### config.mk
export PLATFORM = sky130hd
export DESIGN_NAME = cic_capture_sequencer
export DESIGN_NICKNAME = d
export VERILOG_FILES = /design/src/rtl/cic_capture_sequencer.sv
export SDC_FILE = /design/constraint.sdc
export NUM_CORES = 1
export LEC_CHECK = 0
export CORE_AREA = 5 5 141 143
export CTS_BUF_LIST = sky130_fd_sc_hd__clkbuf_8
export CTS_CLUSTER_DIAMETER = 40
export DETAILED_ROUTE_END_ITERATION = 8
export DIE_AREA = 0 0 146 148
export PLACE_DENSITY_LB_ADDON = 0.3
export SYNTH_ARGS = -nofsm -noshare
export SYNTH_HDL_FRONTEND = slang
export SYNTH_SLANG_ARGS = --single-unit
export TNS_END_PERCENT = 20
### constraint.sdc
create_clock -name clk -period 3.88 [get_ports clk]
set_input_delay 0.776 -clock clk [delete_from_list [all_inputs] [get_ports clk]]
set_output_delay 0.776 -clock clk [all_outputs]
set_load 0.01 [all_outputs]
### src/rtl/cic_capture_sequencer.sv
// Sequences one sonar receive record across NUM_CH CIC decimators: blank, capture, drain.
// Latency: a ch_valid pulse is presented on out_valid the following cycle when the grant is free.
// Backpressure: one holding register per channel; a stalled grant is frozen and excess samples set overrun.
module cic_capture_sequencer #(
  parameter int NUM_CH = 4,
  parameter int CH_W   = 2,
  parameter int LEN_W  = 16
) (
  input  logic                clk,
  input  logic                reset_n,
  input  logic                start,
  input  logic                abort,
  input  logic [LEN_W-1:0]    blank_len,
  input  logic [LEN_W-1:0]    record_len,
  output logic                cic_reset_n,
  input  logic [NUM_CH-1:0]   ch_valid,
  input  logic [8*NUM_CH-1:0] ch_data,
  output logic                out_valid,
  input  logic                out_ready,
  output logic [7:0]          out_data,
  output logic [CH_W-1:0]     out_ch,
  output logic                out_last,
  output logic                busy,
  output logic                done,
  output logic [NUM_CH-1:0]   overrun
);

  typedef enum logic [1:0] {IDLE, BLANK, CAPTURE, DRAIN} state_t;

  localparam logic [LEN_W-1:0] LEN_ONE = LEN_W'(1);
  localparam logic [CH_W-1:0]  CH_ONE  = CH_W'(1);
  localparam logic [CH_W-1:0]  CH_MAX  = CH_W'(NUM_CH - 1);
  localparam logic [CH_W:0]    CH_NUM  = (CH_W + 1)'(NUM_CH);

  state_t            state;
  state_t            state_nxt;
  logic [LEN_W-1:0]  blank_q;
  logic [LEN_W-1:0]  record_q;
  logic [LEN_W-1:0]  cnt_q;
  logic [LEN_W-1:0]  cnt_nxt;

  logic [NUM_CH-1:0] hold_full;
  logic [NUM_CH-1:0] hold_last;
  logic [7:0]        hold_data [NUM_CH];

  logic [CH_W-1:0]   rr_ptr;
  logic              grant_lock;
  logic [CH_W-1:0]   grant_q;
  logic [CH_W-1:0]   grant_rr;
  logic [CH_W-1:0]   grant_sel;

  logic              tick;
  logic              start_ok;
  logic              capture_en;
  logic              last_idx;
  logic              xfer;
  logic [NUM_CH-1:0] xfer_vec;
  logic [NUM_CH-1:0] load_vec;
  logic [NUM_CH-1:0] drop_vec;

  // All CICs decimate in phase, so channel 0 alone defines the tick.
  assign tick        = ch_valid[0];
  assign start_ok    = (state == IDLE) && start && !abort;
  assign last_idx    = (cnt_q == record_q - LEN_ONE);
  assign busy        = (state != IDLE);
  assign cic_reset_n = (state != IDLE);

  // Round-robin search: first full register at or after rr_ptr, wrapping.
  always_comb begin : grant_search
    logic [CH_W:0]   sum;
    logic [CH_W-1:0] idx;
    logic            found;
    grant_rr = rr_ptr;
    found    = 1'b0;
    for (int k = 0; k < NUM_CH; k++) begin
      sum = {1'b0, rr_ptr} + (CH_W + 1)'(k);
      if (sum >= CH_NUM) begin
        sum = sum - CH_NUM;
      end
      idx = sum[CH_W-1:0];
      if (!found && hold_full[idx]) begin
        grant_rr = idx;
        found    = 1'b1;
      end
    end
  end

  // A stalled beat keeps its grant so a newly filled register cannot steal it.
  assign grant_sel = grant_lock ? grant_q : grant_rr;
  assign out_valid = |hold_full;
  assign out_ch    = grant_sel;
  assign out_data  = hold_data[grant_sel];
  assign out_last  = out_valid && hold_last[grant_sel];
  assign xfer      = out_valid && out_ready;

  // Per-channel transfer, load and drop decisions for the holding registers.
  always_comb begin
    xfer_vec = '0;
    load_vec = '0;
    drop_vec = '0;
    for (int i = 0; i < NUM_CH; i++) begin
      xfer_vec[i] = xfer && (grant_sel == CH_W'(i));
      load_vec[i] = capture_en && ch_valid[i] && (!hold_full[i] || xfer_vec[i]);
      drop_vec[i] = capture_en && ch_valid[i] && hold_full[i] && !xfer_vec[i];
    end
  end

  // Next-state and done logic; abort overrides every other event.
  always_comb begin
    state_nxt  = state;
    cnt_nxt    = cnt_q;
    capture_en = 1'b0;
    done       = 1'b0;
    case (state)
      IDLE: begin
        if (start) begin
          cnt_nxt = '0;
          if (blank_len != '0) begin
            state_nxt = BLANK;
          end else if (record_len != '0) begin
            state_nxt = CAPTURE;
          end else begin
            state_nxt = DRAIN;
          end
        end
      end
      BLANK: begin
        if (tick) begin
          if (cnt_q + LEN_ONE == blank_q) begin
            cnt_nxt   = '0;
            state_nxt = (record_q != '0) ? CAPTURE : DRAIN;
          end else begin
            cnt_nxt = cnt_q + LEN_ONE;
          end
        end
      end
      CAPTURE: begin
        capture_en = 1'b1;
        if (tick) begin
          if (last_idx) begin
            state_nxt = DRAIN;
          end else begin
            cnt_nxt = cnt_q + LEN_ONE;
          end
        end
      end
      DRAIN: begin
        if (hold_full == '0) begin
          done      = 1'b1;
          state_nxt = IDLE;
        end
      end
      default: state_nxt = IDLE;
    endcase
    if (abort) begin
      state_nxt  = IDLE;
      capture_en = 1'b0;
      done       = 1'b0;
    end
  end

  // State register, lengths latched on an accepted start, tick/sample counter.
  always_ff @(posedge clk) begin
    if (!reset_n) begin
      state    <= IDLE;
      blank_q  <= '0;
      record_q <= '0;
      cnt_q    <= '0;
    end else begin
      state <= state_nxt;
      cnt_q <= cnt_nxt;
      if (start_ok) begin
        blank_q  <= blank_len;
        record_q <= record_len;
      end
    end
  end

  // Holding register occupancy and sticky overrun flags.
  always_ff @(posedge clk) begin
    if (!reset_n) begin
      hold_full <= '0;
      overrun   <= '0;
    end else if (abort) begin
      hold_full <= '0;
    end else begin
      hold_full <= (hold_full & ~xfer_vec) | load_vec;
      if (start_ok) begin
        overrun <= '0;
      end else begin
        overrun <= overrun | drop_vec;
      end
    end
  end

  // Holding register payload; only the last channel can carry the record-end flag.
  always_ff @(posedge clk) begin
    for (int i = 0; i < NUM_CH; i++) begin
      if (load_vec[i]) begin
        hold_data[i] <= ch_data[8*i +: 8];
        hold_last[i] <= (i == NUM_CH - 1) && last_idx;
      end
    end
  end

  // Round-robin pointer advances past each granted channel; grant freezes while stalled.
  always_ff @(posedge clk) begin
    if (!reset_n) begin
      rr_ptr     <= '0;
      grant_lock <= 1'b0;
      grant_q    <= '0;
    end else begin
      if (xfer) begin
        rr_ptr <= (grant_sel == CH_MAX) ? '0 : grant_sel + CH_ONE;
      end
      grant_lock <= out_valid && !out_ready && !abort;
      grant_q    <= grant_sel;
    end
  end

endmodule
==> results.md <==
- **global-route wire length before repair** 24630 microns
- **clk sink count** 96
- **Primary FF master, synth** sky130_fd_sc_hd__dfxtp_1
- **cell type group with the largest total delay on the critical path** compound AO/OA/AOI/OAI gates
- **average via count per standard cell** 5.048
- **Mapped Cells** 636
- **unrepaired setup endpoints after global routing** no
- **critical path arrival** 2.82 ns
- **die footprint** 21610 sq um
- **antenna diode count** 0
- **sort of element at the end of the critical path** output port
- **sequential cell fraction of total power** 47.0%
- **placement row count** 50
- **yosys synthesis warning count** 0
- **number of DRC violations after detailed routing** 0
- **buffers added on ports** 91
- **maximum clock frequency** 0.2779 GHz
- **share of flip-flops with an asynchronous set or reset** 0%
- **register cell area after layout** 2252 sq um
- **total power of the final layout** 2.337 mW
- **Floorplan Core Area** 18460 sq um
- **unique cell type count in the Yosys netlist** 63
- **Combinational Power Share** 19.4%
- **largest fanout of any net on the critical path** 19
- **hold path start** overrun[3]
- **average detailed-routed wire length per instance** 16.20 microns
- **number of buffers inserted for hold repair after clock tree synthesis** 0
- **CTS Buf Count** 9
- **vias in the first global route** 4544
- **Reg-to-Reg Start** cnt_q[1]
- **master of the slowest instance on the critical path** sky130_fd_sc_hd__clkdlybuf4s50_1
- **fraction of final layout cells with drive strength greater than 1** 6.815%
- **area added between synthesis and finish** 25.77%
- **clock root buffer** sky130_fd_sc_hd__clkbuf_8
- **total placed instance area** 6543 sq um
- **height of the die** 148 microns
- **final std cell area, no fill** 6779 sq um
- **final worst path period share** 92.74%
- **EDFF count, synth** 33
- **share of synthesized area occupied by flip-flops and latches** 41.78%
- **buffer levels on the longest clock path** 2
- **hpwl dp** 11630 microns
- **Leakage Power** 2.279 nW
- **Internal Dissipation** 1.666 mW
- **GRT Resource Usage Total** 14.19%
- **clock transition at the registers of the reported paths** 0.10 ns
- **tightest hold margin** 0.4834 ns
- **final max-slew violation count** 0
- **top post-synthesis cells by area** sky130_fd_sc_hd__dfxtp_1 23%, sky130_fd_sc_hd__edfxtp_1 18%, sky130_fd_sc_hd__nand2_1 8.4%
- **Detailed Route WL** 15440 microns
- **launch point of the worst path** rr_ptr[1]
- **Max stage delay on crit path** 0.51 ns
- **count of endpoints failing setup in the final report** 0
- **synthesized flop and latch total** 96
- **First-pass DRT Iterations** 5
- **type of the worst min-delay path** reg -> reg
- **Max rail drop VDD** 0.1541 mV
- **floorplan die width** 146 microns
- **number of top-level pins** 92
- **utilization after layout** 36.73%
- **required time of the worst setup path** 3.10 ns
- **number of hold violations in the final report** 0
- **Resized Gates After CTS** 0
- **Post-Synthesis Mean Instance Area** 8.475 sq um
- **area occupied by multi-input gates** 2885 sq um
- **CTS HTree Levels** 3
- **cell taking the most area after synthesis** sky130_fd_sc_hd__dfxtp_1
- **number of setup buffers added after CTS** 0
- **Critical Setup Path Class** reg -> out
- **starting density of the core** 29.21%
- **Max-cap violations** 0
- **setup tns final** 0 ns
- **net switching fraction of the power** 28.71%
- **Detail Route Antenna Nets** 0
- **Buf/Inv on CP** 2
- **post-place setup slack** 0.5699 ns
- **Worst slew margin** 39.03%
- **category of the worst setup path launch point** register
- **register-to-register setup slack** 0.53 ns
- **detailed router's first-iteration violation count** 280
- **CP Cell Sequence** nor2_1 -> a22oi_1 -> o21ai_0 -> o22ai_1 -> o21ai_1 -> clkinvlp_4 -> a211oi_1 -> a31oi_1 -> clkdlybuf4s50_1
- **Cell Pwr Density** 344.7 nW/um^2
- **Placed Instances** 937
- **time the final worst path needs with I/O delays and setup** 3.598 ns
- **overflow left after global routing** 0
- **actual transition at the worst max-transition pin** 0.9112 ns
- **final RePlAce weighted congestion** 0.8700
- **setup clock skew after layout** 0.01706 ns
- **run status** finished, final reports clean
- **Switching Power** 0.6708 mW
- **total number of vias** 4811
- **cell area after technology mapping** 5390 sq um
- **count of nets after finishing** 798
- **smallest setup slack after layout** 0.2818 ns
- **Filler Cells Inserted** 1872
- **post-synth top area share** 23.40%
- **number of standard cells in the layout, taps in and fillers out** 953
- **syn_nets** 720
- **clock tree from TritonCTS** built
- **clk_lat worst skew** 0.40 ns
- **antenna violations before repair** 0
- **maximum number of pins on one net before global-route repair** 42
- **clock network power share** 33.6%
-- placed cells by master (no fill, tap or decap), types with 6 or more instances in the layout --
master                            count
sky130_fd_sc_hd__and2_1              13
sky130_fd_sc_hd__nor4_1              15
sky130_fd_sc_hd__clkbuf_8             9
sky130_fd_sc_hd__buf_4               18
sky130_fd_sc_hd__a21oi_1             27
sky130_fd_sc_hd__nand4_1             10
sky130_fd_sc_hd__o21ai_0             16
sky130_fd_sc_hd__nand3_1             23
sky130_fd_sc_hd__inv_1               18
sky130_fd_sc_hd__edfxtp_1            33
sky130_fd_sc_hd__xor2_1              15
sky130_fd_sc_hd__nor3_1              13
sky130_fd_sc_hd__o211ai_1             6
sky130_fd_sc_hd__a211oi_1            13
sky130_fd_sc_hd__xnor2_1             23
sky130_fd_sc_hd__dfxtp_1             63
sky130_fd_sc_hd__o22ai_1              8
sky130_fd_sc_hd__nor2_1              33
sky130_fd_sc_hd__nand2b_1             8
sky130_fd_sc_hd__a21boi_0            38
sky130_fd_sc_hd__clkdlybuf4s50_1     90
sky130_fd_sc_hd__nand2_1            121
sky130_fd_sc_hd__ha_1                11
sky130_fd_sc_hd__a31oi_1             12
-- synthesized netlist by cell type, types with 15 or more instances --
cell	n
sky130_fd_sc_hd__nand2_1	121
sky130_fd_sc_hd__xor2_1	15
sky130_fd_sc_hd__o21ai_0	16
sky130_fd_sc_hd__xnor2_1	23
sky130_fd_sc_hd__a21boi_0	38
sky130_fd_sc_hd__inv_1	18
sky130_fd_sc_hd__edfxtp_1	33
sky130_fd_sc_hd__a21oi_1	27
sky130_fd_sc_hd__nor2_1	34
sky130_fd_sc_hd__nand3_1	23
sky130_fd_sc_hd__nor4_1	15
sky130_fd_sc_hd__dfxtp_1	63
sky130_fd_sc_hd__clkbuf_1	30
-- cells by family after synthesis --
logic type	after synthesis	synth area share (%)
buf+inv	61	4.828
fa+ha+maj	11	2.553
simple gates	277	25.23
xor+xnor	38	6.175
compound gates	153	19.43
flops	96	41.78
-- routing by layer --
metal	part of all wire, %	global-route usage, %	vias up
li1	-	-	2435
met1	50	20.13	2263
met2	45	22.07	97
met3	3.6	2.207	16
met4	1.8	4.845	0
met5	0	0	-
-- registers in the layout, summed over array words and instances, names as in the netlist, 2 cells and up --
name,cells
blank_q,16
cnt_q,16
grant_q,2
hold_data,32
hold_full,4
overrun,4
record_q,16
rr_ptr,2
state,2
-- final timing paths --
check | end | cells past startpoint
max | out_data[6] | 9
min | overrun[3] | 2
max reg2reg | cnt_q[3] | 8
min reg2reg | overrun[3] | 2
-- power groups by stage --
stage / clock network (mW) / logic, mW / registers (mW)
6_report: 0.784 / 0.453 / 1.10
5_1_grt: 0.845 / 0.498 / 1.10
4_1_cts: 0.811 / 0.455 / 1.10
3_5_place_dp: 0 / 0.452 / 1.12
3_3_place_gp: 0 / 0.453 / 1.12
2_1_floorplan: 0 / 0.283 / 1.11
-- worst reg2reg max path: cells and delay by family (launching register included) --
kind | cells | cell delay, ns
compound gates | 2 | 0.58
fa+ha+maj | 1 | 0.31
flops | 1 | 0.46
simple gates | 5 | 1.89
-- area by class of cell --
| type | count | area share [%] |
|---|---|---|
| multi-input combinational | 479 | 42.56 |
| tap | 234 | 4.319 |
| sequential | 96 | 33.22 |
| clock inverter | 7 | 1.606 |
| clock buffer | 9 | 1.827 |
| timing repair buffer | 109 | 15.36 |
| inverter | 19 | 1.107 |
Power figures use the tool's default switching activity.
